==> config.mk <==
export PLATFORM = sky130hd
export DESIGN_NAME = fetch_unit
export DESIGN_NICKNAME = d
export VERILOG_FILES = /design/src/rtl/fetch_unit.sv
export SDC_FILE = /design/constraint.sdc
export NUM_CORES = 1
export LEC_CHECK = 0
export CAP_MARGIN = 20
export CORE_ASPECT_RATIO = 2
export CORE_MARGIN = 2
export CORE_UTILIZATION = 38
export DETAILED_ROUTE_END_ITERATION = 6
export DONT_BUFFER_PORTS = 1
export PLACE_DENSITY = 0.48
export RECOVER_POWER = 100
export SYNTH_ARGS = -nofsm -noshare
export SYNTH_HDL_FRONTEND = slang
export SYNTH_SLANG_ARGS = --single-unit
==> constraint.sdc <==
create_clock -name clock -period 12.7 [get_ports clock]
set_input_delay 2.54 -clock clock [delete_from_list [all_inputs] [get_ports clock]]
set_output_delay 2.54 -clock clock [all_outputs]
set_load 0.05 [all_outputs]
==> src/rtl/fetch_unit.sv <==
// Instruction fetch stage: issues word-incrementing burst reads from the fetch PC,
// buffers returned words with their PCs in a prefetch FIFO and hands them to decode
// over a valid/ready handshake. A redirect flushes everything and restarts at a new PC.
module fetch_unit #(
    parameter int unsigned DATA_WIDTH  = 32,
    parameter int unsigned ADDR_WIDTH  = 32,
    parameter int unsigned FIFO_DEPTH  = 8,
    parameter int unsigned BURST_WORDS = 4,
    parameter logic [ADDR_WIDTH-1:0] RESET_PC = 32'h8002_0000
) (
    input  logic                  clock,
    input  logic                  reset_n,
    output logic [ADDR_WIDTH-1:0] mem_address,
    output logic [1:0]            mem_access_size,
    output logic                  mem_rw,
    output logic                  mem_enable,
    input  logic                  mem_busy,
    input  logic [DATA_WIDTH-1:0] mem_data_out,
    input  logic                  redirect,
    input  logic [ADDR_WIDTH-1:0] redirect_pc,
    output logic                  insn_valid,
    input  logic                  insn_ready,
    output logic [DATA_WIDTH-1:0] insn_out,
    output logic [ADDR_WIDTH-1:0] insn_pc
);

    localparam int unsigned PTR_W  = (FIFO_DEPTH > 1) ? $clog2(FIFO_DEPTH) : 1;
    localparam int unsigned CNT_W  = $clog2(FIFO_DEPTH + 1);
    localparam int unsigned BEAT_W = (BURST_WORDS > 1) ? $clog2(BURST_WORDS) : 1;
    localparam logic [1:0] SIZE_CODE = (BURST_WORDS == 16) ? 2'b11 :
                                       (BURST_WORDS == 8)  ? 2'b10 :
                                       (BURST_WORDS == 4)  ? 2'b01 : 2'b00;

    typedef enum logic [0:0] {StIdle, StReq} state_t;

    state_t                  state_q;
    logic [ADDR_WIDTH-1:0]   fetch_pc_q;
    logic [BEAT_W-1:0]       beat_q;
    logic                    pending_q;
    logic [ADDR_WIDTH-1:0]   pending_pc_q;

    logic [DATA_WIDTH-1:0]   data_mem [FIFO_DEPTH];
    logic [ADDR_WIDTH-1:0]   pc_mem   [FIFO_DEPTH];
    logic [PTR_W-1:0]        rd_ptr_q;
    logic [PTR_W-1:0]        wr_ptr_q;
    logic [CNT_W-1:0]        count_q;

    logic accept;
    logic start_ok;
    logic push;
    logic pop;
    logic unused_redirect_lsbs;

    function automatic logic [PTR_W-1:0] ptr_inc(input logic [PTR_W-1:0] p);
        return (p == PTR_W'(FIFO_DEPTH - 1)) ? '0 : p + PTR_W'(1);
    endfunction

    // The fetch PC always points at the beat being requested, so it doubles as the address.
    assign mem_enable      = (state_q == StReq);
    assign mem_address     = mem_enable ? fetch_pc_q : '0;
    assign mem_access_size = SIZE_CODE;
    assign mem_rw          = 1'b0;

    assign accept   = mem_enable && !mem_busy;
    // Reserve a whole burst of slots up front, counting a word still on its way back.
    assign start_ok = (32'(count_q) + 32'(pending_q) + BURST_WORDS) <= FIFO_DEPTH;

    assign insn_valid = (count_q != '0);
    assign insn_out   = insn_valid ? data_mem[rd_ptr_q] : '0;
    assign insn_pc    = insn_valid ? pc_mem[rd_ptr_q]   : '0;

    // Redirect kills both the returning word and any decode pop in the same cycle.
    assign push = pending_q && !redirect;
    assign pop  = insn_valid && insn_ready && !redirect;

    assign unused_redirect_lsbs = ^redirect_pc[1:0];

    // Fetch FSM: burst sequencing, PC advance and return tracking.
    always_ff @(posedge clock) begin
        if (!reset_n) begin
            state_q      <= StIdle;
            fetch_pc_q   <= RESET_PC;
            beat_q       <= '0;
            pending_q    <= 1'b0;
            pending_pc_q <= '0;
        end else if (redirect) begin
            state_q    <= StReq;
            fetch_pc_q <= {redirect_pc[ADDR_WIDTH-1:2], 2'b00};
            beat_q     <= '0;
            pending_q  <= 1'b0;
        end else begin
            pending_q    <= accept;
            pending_pc_q <= fetch_pc_q;
            unique case (state_q)
                StIdle: begin
                    beat_q <= '0;
                    if (start_ok) state_q <= StReq;
                end
                StReq: begin
                    if (accept) begin
                        fetch_pc_q <= fetch_pc_q + ADDR_WIDTH'(4);
                        if (beat_q == BEAT_W'(BURST_WORDS - 1)) begin
                            beat_q  <= '0;
                            state_q <= StIdle;
                        end else begin
                            beat_q <= beat_q + BEAT_W'(1);
                        end
                    end
                end
                default: state_q <= StIdle;
            endcase
        end
    end

    // Prefetch FIFO pointers and occupancy.
    always_ff @(posedge clock) begin
        if (!reset_n || redirect) begin
            rd_ptr_q <= '0;
            wr_ptr_q <= '0;
            count_q  <= '0;
        end else begin
            if (push) wr_ptr_q <= ptr_inc(wr_ptr_q);
            if (pop)  rd_ptr_q <= ptr_inc(rd_ptr_q);
            unique case ({push, pop})
                2'b10:   count_q <= count_q + CNT_W'(1);
                2'b01:   count_q <= count_q - CNT_W'(1);
                default: count_q <= count_q;
            endcase
        end
    end

    // Prefetch FIFO storage; contents are only meaningful below the count.
    always_ff @(posedge clock) begin
        if (push) begin
            data_mem[wr_ptr_q] <= mem_data_out;
            pc_mem[wr_ptr_q]   <= pending_pc_q;
        end
    end

endmodule
Word-level counts from Yosys, hierarchy flattened
Memories as Yosys holds them, arrays and structs flattened. A register that Yosys moved wholly into a read port is not among the register bits.
Cells that the tools add are included.
{ "word_totals": {"regBits": 78, "mem_bits_rw": 512, "in_bits": 69, "output_inout_bits": 101, "n_memories": 2} }
{ "op_classes": {"addsub": 8, "n_lt_le_gt_ge": 1, "n_eq_ne": 6, "mux": 23, "n_bitwise": 2, "n_reduce_logical": 15} }
{ "mem_list": {"columns": ["memory", "words", "word_bits", "read_ports", "rd_clocked_by_memory_dff", "write_ports", "line_no", "rtl"], "rows": [
  ["data_mem", 8, 32, 1, 1, 1, "42", "logic [DATA_WIDTH-1:0] data_mem [FIFO_DEPTH];"],
  ["pc_mem", 8, 32, 1, 1, 1, "43", "logic [ADDR_WIDTH-1:0] pc_mem [FIFO_DEPTH];"]
]} }
{ "op_table": {"columns": ["operator", "count"], "rows": [
  ["$mux W32", 6],
  ["$add A32 B3 Y32 const B", 1],
  ["$mux W3", 6],
  ["$pmux W4 S2", 1],
  ["$add A3 B1 Y3 const B", 2],
  ["$add A5 B3 Y6 const B", 1],
  ["$eq A3 B3 Y1 const B", 2],
  ["$le A6 B4 Y1 const B", 1],
  ["$mux W1", 6],
  ["$reduce_bool A2 Y1", 3],
  ["$add A4 B1 Y5", 1],
  ["$add A4 B1 Y4 const B", 1],
  ["$eq A2 B2 Y1 const B", 2],
  ["$logic_and A1 B1 Y1", 4],
  ["$mux W2", 2],
  ["$pmux W2 S2", 1],
  ["$reduce_and A2 Y1", 2],
  ["$reduce_bool A4 Y1", 1],
  ["$sub A4 B1 Y4 const B", 1],
  ["$logic_not A1 Y1", 3],
  ["$add A2 B1 Y2 const B", 1],
  ["$eq A2 B1 Y1 const B", 1],
  ["$ne A2 B1 Y1 const B", 1],
  ["$not A1 Y1", 2],
  ["3 further kinds", 3]
]} }

Logic depth before layout (Yosys ltp)
{ "logic_depth": {"depth_word": 6, "ltp_mapped": 12} }

Worst setup path after synthesis
OpenSTA, ideal clock, no wires.
{ "synth_timing": {"path_type": "input-to-reg", "startpoint": "input redirect", "endpoint": "memory data_mem[0][0], enable pin", "setup_time_ns": 0.558, "arrival_ns": 7.675, "path_slack_ns": 4.466, "stages": 6, "path_buffers": 2, "cell_sequence": "clkbuf_1 -> inv_1 -> clkbuf_1 -> nand2_1 -> or2_2 -> nor3_1"} }
{ "synth_via": {"elab_chain_len": 4} }
{ "synth_rtl": {"columns": ["element", "line_no", "rtl"], "rows": [
  ["start: declaration", "19", "input logic redirect,"],
  ["$logic_not A1 Y1", "73", "assign push = pending_q && !redirect;"],
  ["$logic_and A1 B1 Y1", "73", null],
  ["$mux W1", "134", "if (push) begin"],
  ["$mux W1 (implied by the code)", "135", "data_mem[wr_ptr_q] <= mem_data_out;"],
  ["end: declaration", "42", null]
]} }
Every way passes these cells.

==> impl_metrics.yaml <==
run_status:
  run_status: "complete, but fails checks"
  failing_checks: "capacitance limit, slew limit"
global_routing:
  antenna_found_initial: 0
  grt_pass1_vias: 11700
  grt_pass1_wl_um: 74900
  grt_use_total_pct: 16.5
  grt_start_max_net_pins: 66
  grt.overflow.total: 0
critical_path:
  r2r_end: "pc_mem[7][12]"
  reg2reg_depth: 3
  setup_slack_of_the_most_critical_reg_to_reg_path_ns: 6.90
  worstSetupStartpointType: "flop"
  criticalPathCategory: "reg -> out"
  crit-reg2reg-launch: "pending_q"
  worstPathMaxFanout: 44
  timing.critical_path.to_type: "primary output"
  worstPathRequired_ns: 10.16
  worstPathArrival_ns: 6.06
pwr:
  power.density_cell_area_nw_per_um2: 148
  power.ir.vdd_worst_uv: 93.4
  reported_leakage_power_uw: 0.00751
cts:
  clock_tree_from_tritoncts: "done"
  cts.reportedPaths.clkPinSlew_ns: 0.07
  ctsLongestPathBuffers: 3
  tritoncts_num_sinks: 573
  cts_htree_levels: 2
  cts_post_setup_buffers_inserted: 0
  cts_inserted_buffers: 51
  ctsResizeCount: 0
  clkLatencyLatePin_ns: 0.58
  clock_tree.root_cell: "sky130_fd_sc_hd__clkbuf_16"
  post_cts_hold_buffer_count: 0
job:
  max_cap_viol: 23
drt:
  post_drt_via_cell_ratio: 5.29
  drt-initial-drc-count: 587
  drt.antenna.violating_nets: 0
  drc_errors: 0
  drt-total-wl_um: 50600
  first_pass_iters: 4
  routed-via-count: 10800
  post_drt_wl_per_cell_um: 24.7
synthesis:
  dominantRegCellSynth: "sky130_fd_sc_hd__edfxtp_1"
  yosysSeqAreaShare_pct: 72.6
  synth-seq-cells: 573
  postSynth.asyncResetShare_pct: 0
  synth-edff-count: 496
  ys.warnings.count: 0
  synthTopCellsByArea: "sky130_fd_sc_hd__edfxtp_1, sky130_fd_sc_hd__mux4_2, sky130_fd_sc_hd__dfxtp_1"
  avgSynthCellArea_sq_um: 18.3
  distinct_cell_type_count_of_the_synthesized_netlist: 47
  area_fraction_of_the_dominant_cell_type_after_synthesis_pct: 65.7
  syn_area_sq_um: 22700
  netlist.top_cell.by_area: "sky130_fd_sc_hd__edfxtp_1"
  post_synth_inst_count: 1235
place:
  dpl_cell_area_sq_um: 23500
  routabilityCongestion: 0.810
  preCtsSetupSlack_ns: 6.79
  buffer_ports.inserted: 0
  hpwl_um: 28900
  placed_cells_incl_taps: 1952
floorplan:
  initial_core_util_pct: 38.4
  die_area_sq_um: 61700
  num_io_pins: 170
  row_count: 126
  fp.dieW_um: 177
  core_area_sq_um: 59000
  dieHeight_um: 349
timing:
  final_min_period_over_clock_period_pct: 67.7
  hold_viol_final: 0
  max_clock_freq_mhz: 116
  timing.slew.headroom_pct: -171
  timing.setup.tns_ns: 0
  slew_viol_final: 847
  grt_setup_unrepaired: "no"
  timing_worst_slew_pin_value_ns: 4.07
  final.setup_skew_ns: 0.0157
  setup_violations: 0
  finalWorstPathRequiredPeriod_ns: 8.60
  timing.final.ws_setup_ns: 4.10
final_layout:
  flow.area_growth_from_synthesis_pct: 10.7
  antennaDiodeCount: 0
  fillers: 5327
  final_common_cell: "sky130_fd_sc_hd__edfxtp_1"
  multiInputGateArea_sq_um: 5860
  share_of_post_route_cells_with_drive_strength_above_1_pct: 16.6
  post-route-util_pct: 42.5
  design_area_sq_um: 25100
  post_layout_nonfiller_instances: 2047
  layout.nets: 1316
  final_cell_mix: "sky130_fd_sc_hd__edfxtp_1, sky130_fd_sc_hd__mux4_2, sky130_fd_sc_hd__mux2i_1, sky130_fd_sc_hd__nor2_1, sky130_fd_sc_hd__dfxtp_1"
  area.sequential_sq_um: 16400
worst_hold_path:
  hold_end: "beat_q[0]"
  min-delay-path-class: "reg -> reg"
  min-delay-start: "beat_q[0]"
  worst_hold_path_cells: 2
==> stage by stage <==
stage,power (uW),hold WS (ns)
final,3710,0.527
after global routing,3830,0.552
after CTS,3760,0.526
after detailed placement,2190,0.512
after global placement,2190,0.482
after floorplan,2180,0.468
==> cell usage after synthesis (2+ instances only) <==
master	n
sky130_fd_sc_hd__a211o_1	3
sky130_fd_sc_hd__a21oi_1	26
sky130_fd_sc_hd__a31oi_1	2
sky130_fd_sc_hd__and2_1	33
sky130_fd_sc_hd__and3_1	2
sky130_fd_sc_hd__buf_1	5
sky130_fd_sc_hd__buf_2	9
sky130_fd_sc_hd__buf_4	8
sky130_fd_sc_hd__clkbuf_1	55
sky130_fd_sc_hd__conb_1	2
sky130_fd_sc_hd__dfxtp_1	77
sky130_fd_sc_hd__edfxtp_1	496
sky130_fd_sc_hd__ha_1	10
sky130_fd_sc_hd__inv_1	11
sky130_fd_sc_hd__mux2i_1	100
sky130_fd_sc_hd__mux4_2	124
sky130_fd_sc_hd__nand2_1	23
sky130_fd_sc_hd__nand2b_1	2
sky130_fd_sc_hd__nand3_1	12
sky130_fd_sc_hd__nand4_1	9
sky130_fd_sc_hd__nor2_1	91
sky130_fd_sc_hd__nor2b_1	33
sky130_fd_sc_hd__nor3_1	17
sky130_fd_sc_hd__nor4_1	2
sky130_fd_sc_hd__nor4_2	4
sky130_fd_sc_hd__o211a_1	4
sky130_fd_sc_hd__o21ai_0	25
sky130_fd_sc_hd__or2_2	2
sky130_fd_sc_hd__or3b_2	2
sky130_fd_sc_hd__xnor2_1	22
sky130_fd_sc_hd__xor2_1	8
==> how the worst max path moves through the flow <==
stage / endpoint / slack [ns] / cells past startpoint
6_report: insn_pc[7] / 4.10 / 4
5_1_grt: insn_pc[30] / 3.21 / 4
4_1_cts: insn_pc[21] / 6.15 / 4
3_5_place_dp: insn_pc[21] / 6.79 / 4
3_3_place_gp: insn_pc[21] / 6.77 / 4
2_1_floorplan: data_mem[0][0] / 4.47 / 6
==> report_power, final <==
part / internal, uW / switching, uW / leakage (uW) / total, uW
registers: 2050 / 23.4 / 0.00502 / 2080
logic: 22.2 / 47.6 / 0.00167 / 69.8
clock network: 897 / 667 / 0.000819 / 1560
total: 2970 / 738 / 0.00751 / 3710
==> logic make-up (layout without fill, tap and decap cells) <==
logic type / after synthesis / count (layout) / synth area share [%]
flops: 573 / 573 / 72.6
buf+inv: 89 / 128 / 1.69
xor+xnor: 30 / 30 / 1.16
compound gates: 64 / 64 / 1.62
mux: 224 / 224 / 16.7
fa+ha+maj: 10 / 10 / 0.552
other cells: 2 / 7 / 0.0332
simple gates: 243 / 243 / 5.64
==> metal layers <==
metal | wire, um | vias to the layer above | track usage, %
met5 | 0 | - | 0
met4 | 1300 | 0 | 5.16
met3 | 2540 | 63 | 3.51
met2 | 27100 | 247 | 30.6
met1 | 19600 | 5694 | 18.9
li1 | - | 4823 | -
==> flip-flops by register name, summed over array words and instances (netlist names), 2 cells and up, named ones only <==
register,count
wr_ptr_q,3
beat_q,2
rd_ptr_q,3
pending_pc_q,30
count_q,4
data_mem,256
fetch_pc_q,30
pc_mem,240
==> worst max-delay path, cell delays in order (launching register included) <==
cell and delay, ns:
sky130_fd_sc_hd__dfxtp_4 0.91, sky130_fd_sc_hd__clkbuf_1 2.91, sky130_fd_sc_hd__mux4_2 0.68, sky130_fd_sc_hd__mux2i_1 0.09
sky130_fd_sc_hd__nor2_1 0.84
==> area by class of cell <==
| cell class | count | area share, % |
|---|---|---|
| Clock inverter | 27 | 1.10 |
| Inverter | 11 | 0.165 |
| Timing Repair Buffer | 22 | 0.359 |
| Clock buffer | 68 | 5.59 |
| Sequential cell | 573 | 65.6 |
| Tap cell | 768 | 3.83 |
| Multi-Input combinational cell | 578 | 23.4 |
Power figures use the tool's default switching activity.
